**src/rtl/riscv_pkg.sv**
```systemverilog
// Shared core types and widths.
// Register-file entry format for write-back.
package riscv_pkg;

  localparam int XLEN   = 32;
  localparam int REG_AW = 5;

  typedef struct packed {
    logic [REG_AW-1:0] rd;
    logic [XLEN-1:0]   wd;
  } wb_entry_t;

endpackage

```
**src/rtl/wb_fifo.sv**
```systemverilog
// Small synchronous FIFO of write-back entries.
// Extra pointer MSB separates full from empty.
module wb_fifo
  import riscv_pkg::*;
#(
  parameter int DEPTH = 2
) (
  input  logic      clk,
  input  logic      rst_n,
  input  logic      push_i,
  input  logic      pop_i,
  input  wb_entry_t din_i,
  output logic      full_o,
  output logic      empty_o,
  output wb_entry_t head_o
);

  localparam int AW = $clog2(DEPTH);

  logic [AW:0] wptr_q, wptr_d;
  logic [AW:0] rptr_q, rptr_d;
  wb_entry_t   mem_q [DEPTH];

  logic do_push;
  logic do_pop;

  assign full_o  = (wptr_q[AW] != rptr_q[AW]) &&
                   (wptr_q[AW-1:0] == rptr_q[AW-1:0]);
  assign empty_o = (wptr_q == rptr_q);
  assign head_o  = mem_q[rptr_q[AW-1:0]];

  assign do_push = push_i && !full_o;
  assign do_pop  = pop_i && !empty_o;

  // Pointer advance on accepted push/pop.
  always_comb begin
    wptr_d = wptr_q + {{AW{1'b0}}, do_push};
    rptr_d = rptr_q + {{AW{1'b0}}, do_pop};
  end

  // Pointer registers.
  always_ff @(posedge clk or negedge rst_n) begin
    if (!rst_n) begin
      wptr_q <= '0;
      rptr_q <= '0;
    end else begin
      wptr_q <= wptr_d;
      rptr_q <= rptr_d;
    end
  end

  // Storage; contents are don't-care while empty.
  always_ff @(posedge clk) begin
    if (do_push) mem_q[wptr_q[AW-1:0]] <= din_i;
  end

endmodule

```
**src/rtl/wb_arbiter.sv**
```systemverilog
// Register-file write-port arbiter: W stage first,
// buffered long-latency results fill idle slots.
module wb_arbiter
  import riscv_pkg::*;
#(
  parameter int DEPTH      = 2,
  parameter int STARVE_MAX = 4
) (
  input  logic              clk,
  input  logic              rst_n,
  input  logic              pipe_we,
  input  logic [REG_AW-1:0] pipe_rd,
  input  logic [XLEN-1:0]   pipe_wd,
  input  logic              issue_valid,
  input  logic [REG_AW-1:0] issue_rd,
  input  logic              lu_valid,
  output logic              lu_ready,
  input  logic [REG_AW-1:0] lu_rd,
  input  logic [XLEN-1:0]   lu_wd,
  output logic [REG_AW-1:0] a3,
  output logic              we3,
  output logic [XLEN-1:0]   wd3,
  output logic [31:0]       busy_vec,
  output logic              stall_req
);

  localparam int CW = $clog2(STARVE_MAX + 1);
  localparam logic [CW-1:0] CMAX = CW'(STARVE_MAX);

  logic      full;
  logic      empty;
  wb_entry_t head;
  wb_entry_t din;
  logic      push;
  logic      pop;
  logic      slot_busy;

  logic [31:0]   busy_q, busy_d;
  logic [CW-1:0] cnt_q, cnt_d;
  logic          stall_q, stall_d;

  assign slot_busy = pipe_we && (pipe_rd != '0);
  assign lu_ready  = !full;
  // x0 results complete the handshake but are dropped.
  assign push      = lu_valid && lu_ready && (lu_rd != '0);
  assign pop       = !slot_busy && !empty;
  assign din       = '{rd: lu_rd, wd: lu_wd};
  assign busy_vec  = busy_q;
  assign stall_req = stall_q;

  wb_fifo #(.DEPTH(DEPTH)) u_fifo (
    .clk     (clk),
    .rst_n   (rst_n),
    .push_i  (push),
    .pop_i   (pop),
    .din_i   (din),
    .full_o  (full),
    .empty_o (empty),
    .head_o  (head)
  );

  // Write-port mux: pipe slot wins, else FIFO head.
  always_comb begin
    we3 = 1'b0;
    a3  = '0;
    wd3 = '0;
    if (slot_busy) begin
      we3 = 1'b1;
      a3  = pipe_rd;
      wd3 = pipe_wd;
    end else if (pop) begin
      we3 = 1'b1;
      a3  = head.rd;
      wd3 = head.wd;
    end
  end

  // Scoreboard, starvation count and stall request.
  always_comb begin
    busy_d = busy_q;
    if (pop) busy_d[head.rd] = 1'b0;
    if (issue_valid && issue_rd != '0)
      busy_d[issue_rd] = 1'b1;
    busy_d[0] = 1'b0;

    cnt_d = cnt_q;
    if (pop || empty)
      cnt_d = '0;
    else if (slot_busy && cnt_q != CMAX)
      cnt_d = cnt_q + 1'b1;

    stall_d = stall_q;
    if (pop)
      stall_d = 1'b0;
    else if (cnt_q == CMAX)
      stall_d = 1'b1;
  end

  // State registers.
  always_ff @(posedge clk or negedge rst_n) begin
    if (!rst_n) begin
      busy_q  <= '0;
      cnt_q   <= '0;
      stall_q <= 1'b0;
    end else begin
      busy_q  <= busy_d;
      cnt_q   <= cnt_d;
      stall_q <= stall_d;
    end
  end

endmodule

```
**config.mk**
```make
export PLATFORM = sky130hd
export DESIGN_NAME = wb_arbiter
export DESIGN_NICKNAME = d
export VERILOG_FILES = /design/src/rtl/riscv_pkg.sv /design/src/rtl/wb_fifo.sv /design/src/rtl/wb_arbiter.sv
export SDC_FILE = /design/constraint.sdc
export NUM_CORES = 1
export LEC_CHECK = 0
export ABC_CLOCK_PERIOD_IN_PS = 3770
export CAP_MARGIN = 20
export CORE_AREA = 2 2 103 105
export CTS_BUF_LIST = sky130_fd_sc_hd__clkbuf_8
export DETAILED_ROUTE_END_ITERATION = 8
export DIE_AREA = 0 0 105 107
export HOLD_SLACK_MARGIN = 0.08
export PLACE_DENSITY = 0.86
export SLEW_MARGIN = 20
export SYNTH_ARGS = -nofsm -noshare
export SYNTH_HDL_FRONTEND = slang
export SYNTH_SLANG_ARGS = --single-unit
export TNS_END_PERCENT = 5
```
**constraint.sdc**
```tcl
create_clock -name clk -period 3.77 [get_ports clk]
set_input_delay 0.754 -clock clk [delete_from_list [all_inputs] [get_ports clk]]
set_output_delay 0.754 -clock clk [all_outputs]
set_load 0.02 [all_outputs]
```
# After elaboration in Yosys (flattened, before gate mapping)
# Memories as Yosys holds them, arrays and structs flattened.
# Cells that the tools add are included.
dict set report op_classes {
  addsub 3
  order_cmp 4
  eq_ne 5
  mux 18
  n_bitwise 3
  reduce_logical 20
}
# op n
set op_table {}
lappend op_table {{$mux W32} 4}
lappend op_table {{$and A32 B32 Y32} 1}
lappend op_table {{$not A32 Y32} 1}
lappend op_table {{$or A32 B32 Y32} 1}
lappend op_table {{$reduce_bool A5 Y1} 3}
lappend op_table {{$lt A5 B6 Y1 const B} 2}
lappend op_table {{$logic_and A1 B1 Y1} 11}
lappend op_table {{$demux W1 S5} 2}
lappend op_table {{$ge A5 B1 Y1 const B} 2}
lappend op_table {{$mux W5} 2}
lappend op_table {{$mux W1} 8}
lappend op_table {{$mux W3} 2}
lappend op_table {{$add A2 B1 Y2} 2}
lappend op_table {{$reduce_bool A2 Y1} 2}
lappend op_table {{$add A3 B1 Y3 const B} 1}
lappend op_table {{$eq A3 B3 Y1 const B} 1}
lappend op_table {{$logic_not A1 Y1} 3}
lappend op_table {{$ne A3 B3 Y1 const B} 1}
lappend op_table {{$eq A2 B2 Y1} 1}
lappend op_table {{$eq A1 B1 Y1} 1}
lappend op_table {{$logic_or A1 B1 Y1} 1}
lappend op_table {{$ne A1 B1 Y1} 1}
dict set report word_totals {
  reg_bits 39
  ramBits 74
  input_bits 84
  n_memories 1
}
# name depth word_bits read_ports rd_clocked_by_memory_dff wr line_no
set memory_table {}
lappend memory_table {u_fifo.mem_q 2 37 1 0 1 wb_fifo.sv:22} ;# wb_entry_t mem_q [DEPTH];

# Logic depth before layout (Yosys ltp)
# An unclocked memory read counts as a cell.
dict set report depth {
  word_depth 10
  ltp_mapped 6
  ltp_nobuf 5
}

# By module
# A second synthesis with hierarchy kept.
dict set report unflattened {
  cells_unflattened 447
  area_unflattened_um2 5915.7
}
# module instances cells_each area_each_um2 seq_area_each_um2
set by_module_without_submodules {}
lappend by_module_without_submodules {wb_arbiter 1 313 2984.1 875.8}
lappend by_module_without_submodules {wb_fifo 1 134 2931.6 2322.2}

# Worst setup path before layout
# OpenSTA, ideal clock, no wires.
dict set report synth_path {
  kind {in2out}
  from {input port pipe_rd[0]}
  to {output port wd3[23]}
  t_arrival_ns 2.296
  required_ns 3.016
  setup_slack_ns 0.720
  path_stages 5
  cell_sequence {or2_1 o41a_4 buf_6 buf_2 o31ai_1}
}
dict set report synth_via {
  elab_chain_cells 6
}
# element line_no
set synth_rtl {}
lappend synth_rtl {{from (decl)} wb_arbiter.sv:12} ;# input logic [REG_AW-1:0] pipe_rd,
lappend synth_rtl {{$reduce_bool A5 Y1 *} wb_arbiter.sv:42} ;# assign slot_busy = pipe_we && (pipe_rd != '0);
lappend synth_rtl {{$logic_and A1 B1 Y1 *} wb_arbiter.sv:42}
lappend synth_rtl {{$logic_not A1 Y1} wb_arbiter.sv:46} ;# assign pop = !slot_busy && !empty;
lappend synth_rtl {{$logic_and A1 B1 Y1} wb_arbiter.sv:46}
lappend synth_rtl {{$mux W32} wb_arbiter.sv:71} ;# end else if (pop) begin
lappend synth_rtl {{$mux W32 *} wb_arbiter.sv:67} ;# if (slot_busy) begin
lappend synth_rtl {{to (decl)} wb_arbiter.sv:22} ;# output logic [XLEN-1:0] wd3,
# Every way passes the cells marked *; elsewhere a longest branch is shown, timed or not.

# Worst setup path in the final report
dict set report layout_path {
  from {input port pipe_rd[0]}
  to {output port wd3[27]}
}
# Same word-level chain as after synthesis.

==> metrics.csv <==
metric,value,unit
setup_viol,0,
dominantRegCellSynth,edfxtp_1,
synth_cell_types,40,
cts_buffer_depth,2,
yosys.cell_count.top_type,edfxtp_1,
synth_top_area_cell,edfxtp_1,
n_antenna_cell,0,
crit_required,3.02,ns
num-nets-final,642,
gp_congestion,0.850,
grt_pass1_vias,4119,
grt_pass1_wl,20.7,mm
start_kind,input pin,
wire_per_inst,19.0,um
synth_edf_count,74,
arrival,2.99,ns
die_h,107,um
cpLargestDelayFamily,buffers and inverters,
reg2reg_slack,1.22,ns
max_freq,267,MHz
clock-root-buffer,clkbuf_8,
fin_skew,0.0104,ns
ys_ff_latch,113,
cts_tree,yes,
maxCapViolCount,0,
dp_slack,-0.0485,ns
synth_cells,398,
finalCriticalPeriod,3.74,ns
endpoint_kind,primary output,
rsz0062_at_grt,yes,
dieArea,11200,um^2
syn_area,5130,um^2
syn_to_final_growth,42.4,%
slowest_delay,0.64,ns
cp_max_fo,64,
start_util,50.8,%
yosysWarnings,0,
wirelength,13.3,mm
cp_slowest_cell,clkdlybuf4s50_1,
ant_nets,0,
fin_area,7300,um^2
cts_buffers,17,
path_clk_slew,0.07,ns
final_hold_viol_count,0,
path_cells,clkdlybuf4s50_1 -> or2_1 -> o41a_4 -> buf_12 -> o31ai_1 -> clkdlybuf4s50_1,
ios,156,
io_buffer_count,154,
power_density,781,nW/um^2
hpwl,9.31,mm
antenna_found_initial,0,
status,"finished, final reports clean",
die_x,105,um
criticalPathCategory,input pin to primary output,
slew_headroom,35.2,%
drc,0,
synth_top_area_share,43.3,%
grt_max_degree,65,
rr_worst_depth,4,
dr.pass1.iters,7,
rows,37,
clock-sinks,113,
synth_nets,487,
yosys-top-cells-count,"edfxtp_1, nand2_1, o31ai_1",
vias,3994,
overflow,0,
crit_top_cell,clkdlybuf4s50_1,
vdd_drop_max,0.682,mV
cts_hold_buf,0,
reg2reg_to,u_fifo.mem_q[1][28]$_DFFE_PP_,
worst_pin_slew,0.973,ns
hold_class,input pin to async pin,
track_usage,23.9,%
syn_avg_cell_area,12.9,um^2
place_area,6770,um^2
worst-path-buf-inv,3,
fin_util,72.4,%
yosysSeqAreaShare,62.4,%
drtIter0Drc,327,
r2r-start,u_fifo.rptr_q[0]$_DFF_PN0_,
netlist_top_cells_area,"edfxtp_1, dfrtp_1, mux2i_1",
worstSkewPairLatency,0.42,ns
vias_per_cell,5.70,
coreArea,10100,um^2
drive_gt1_share,8.67,%
synthArstFlopShare,34.5,%
setup_ws,0.0264,ns
drv_slew,0,
p_leak,0.00316,uW
finalCritPeriodShare,99.3,%
htree_levels,4,
-- cells in the final DEF, fill, tap and decap left out, types with 4 or more instances in the layout --
| master | n |
|---|---|
| clkdlybuf4s50_1 | 122 |
| edfxtp_1 | 74 |
| nand2_1 | 56 |
| o31ai_1 | 40 |
| dfrtp_1 | 38 |
| mux2i_1 | 37 |
| dlymetal6s2s_1 | 24 |
| inv_1 | 20 |
| o21ai_0 | 18 |
| clkbuf_8 | 17 |
| o41ai_1 | 16 |
| o221ai_1 | 15 |
| bufinv_16 | 7 |
| dlygate4sd2_1 | 7 |
| nand3b_1 | 5 |
| nor3_1 | 5 |
| nor2_1 | 5 |
| clkinv_2 | 5 |
| xor2_1 | 4 |
| buf_4 | 4 |
-- what timing repair did --
action | in CTS | in global routing
setup endpoints to repair | 7 | 26
buffers inserted | 0 | 0
gates resized for setup | 7 | 25
-- registers in the layout, summed over array words and instances (netlist names) --
signal         cells
stall_req          1
u_fifo.rptr_q      2
u_fifo.mem_q      74
u_fifo.wptr_q      2
busy_vec          31
cnt_q              3
-- worst max path at each step --
stage                     startpoint  endpoint  cells past startpoint
after floorplan           pipe_rd[0]   wd3[23]                      5
after detailed placement  pipe_rd[0]   wd3[12]                      6
final                     pipe_rd[0]   wd3[27]                      6
after global placement    pipe_rd[0]    wd3[5]                      6
after CTS                 pipe_rd[0]   wd3[17]                      6
after global routing      pipe_rd[0]   wd3[27]                      6
-- where the power goes --
group	leakage, uW	internal [uW]	total (uW)	switching (uW)
combinational	0.00181	956	2370	1420
sequential	0.00111	1750	1950	199
clock	0.000244	906	1380	475
total	0.00316	3620	5700	2090
-- metrics by stage --
stage | TNS, ns | power, uW | hold WS [ns] | cells
floorplan | 0 | 3370 | 0.458 | 398
global placement | 0 | 4260 | 0.473 | 670
detailed placement | -0.136 | 4360 | 0.489 | 670
CTS | 0 | 5740 | 0.450 | 701
global route | -0.0587 | 5960 | 0.496 | 701
finish | 0 | 5700 | 0.445 | 701
-- cells by family after synthesis --
group	count (synthesis)	synth area share [%]
muxes	40	7.93
DFF	113	62.4
AOI/OAI and AO/OA	97	14.2
xor gates and xnor gates	5	0.854
and+or+nand+nor	93	9.22
adders and majority gates	5	1.22
other	1	0.0731
buffers and inverters	44	4.10
-- routing by layer --
layer / wire length [um] / global-route usage [%]
met2: 7000 / 40.9
met5: 0 / 0
met3: 804 / 6.69
met4: 472 / 13.3
met1: 5060 / 27.1
-- area by class of cell --
| class | instances | area (um^2) |
|---|---|---|
| clock buffers | 17 | 234 |
| clock inverters | 14 | 243 |
| fillers | 687 | 2790 |
| inverters | 20 | 75.1 |
| multi-input cells | 241 | 1730 |
| flip-flops and latches | 113 | 3200 |
| well taps | 136 | 170 |
| repair buffers | 160 | 1650 |
Power figures use the tool's default switching activity.
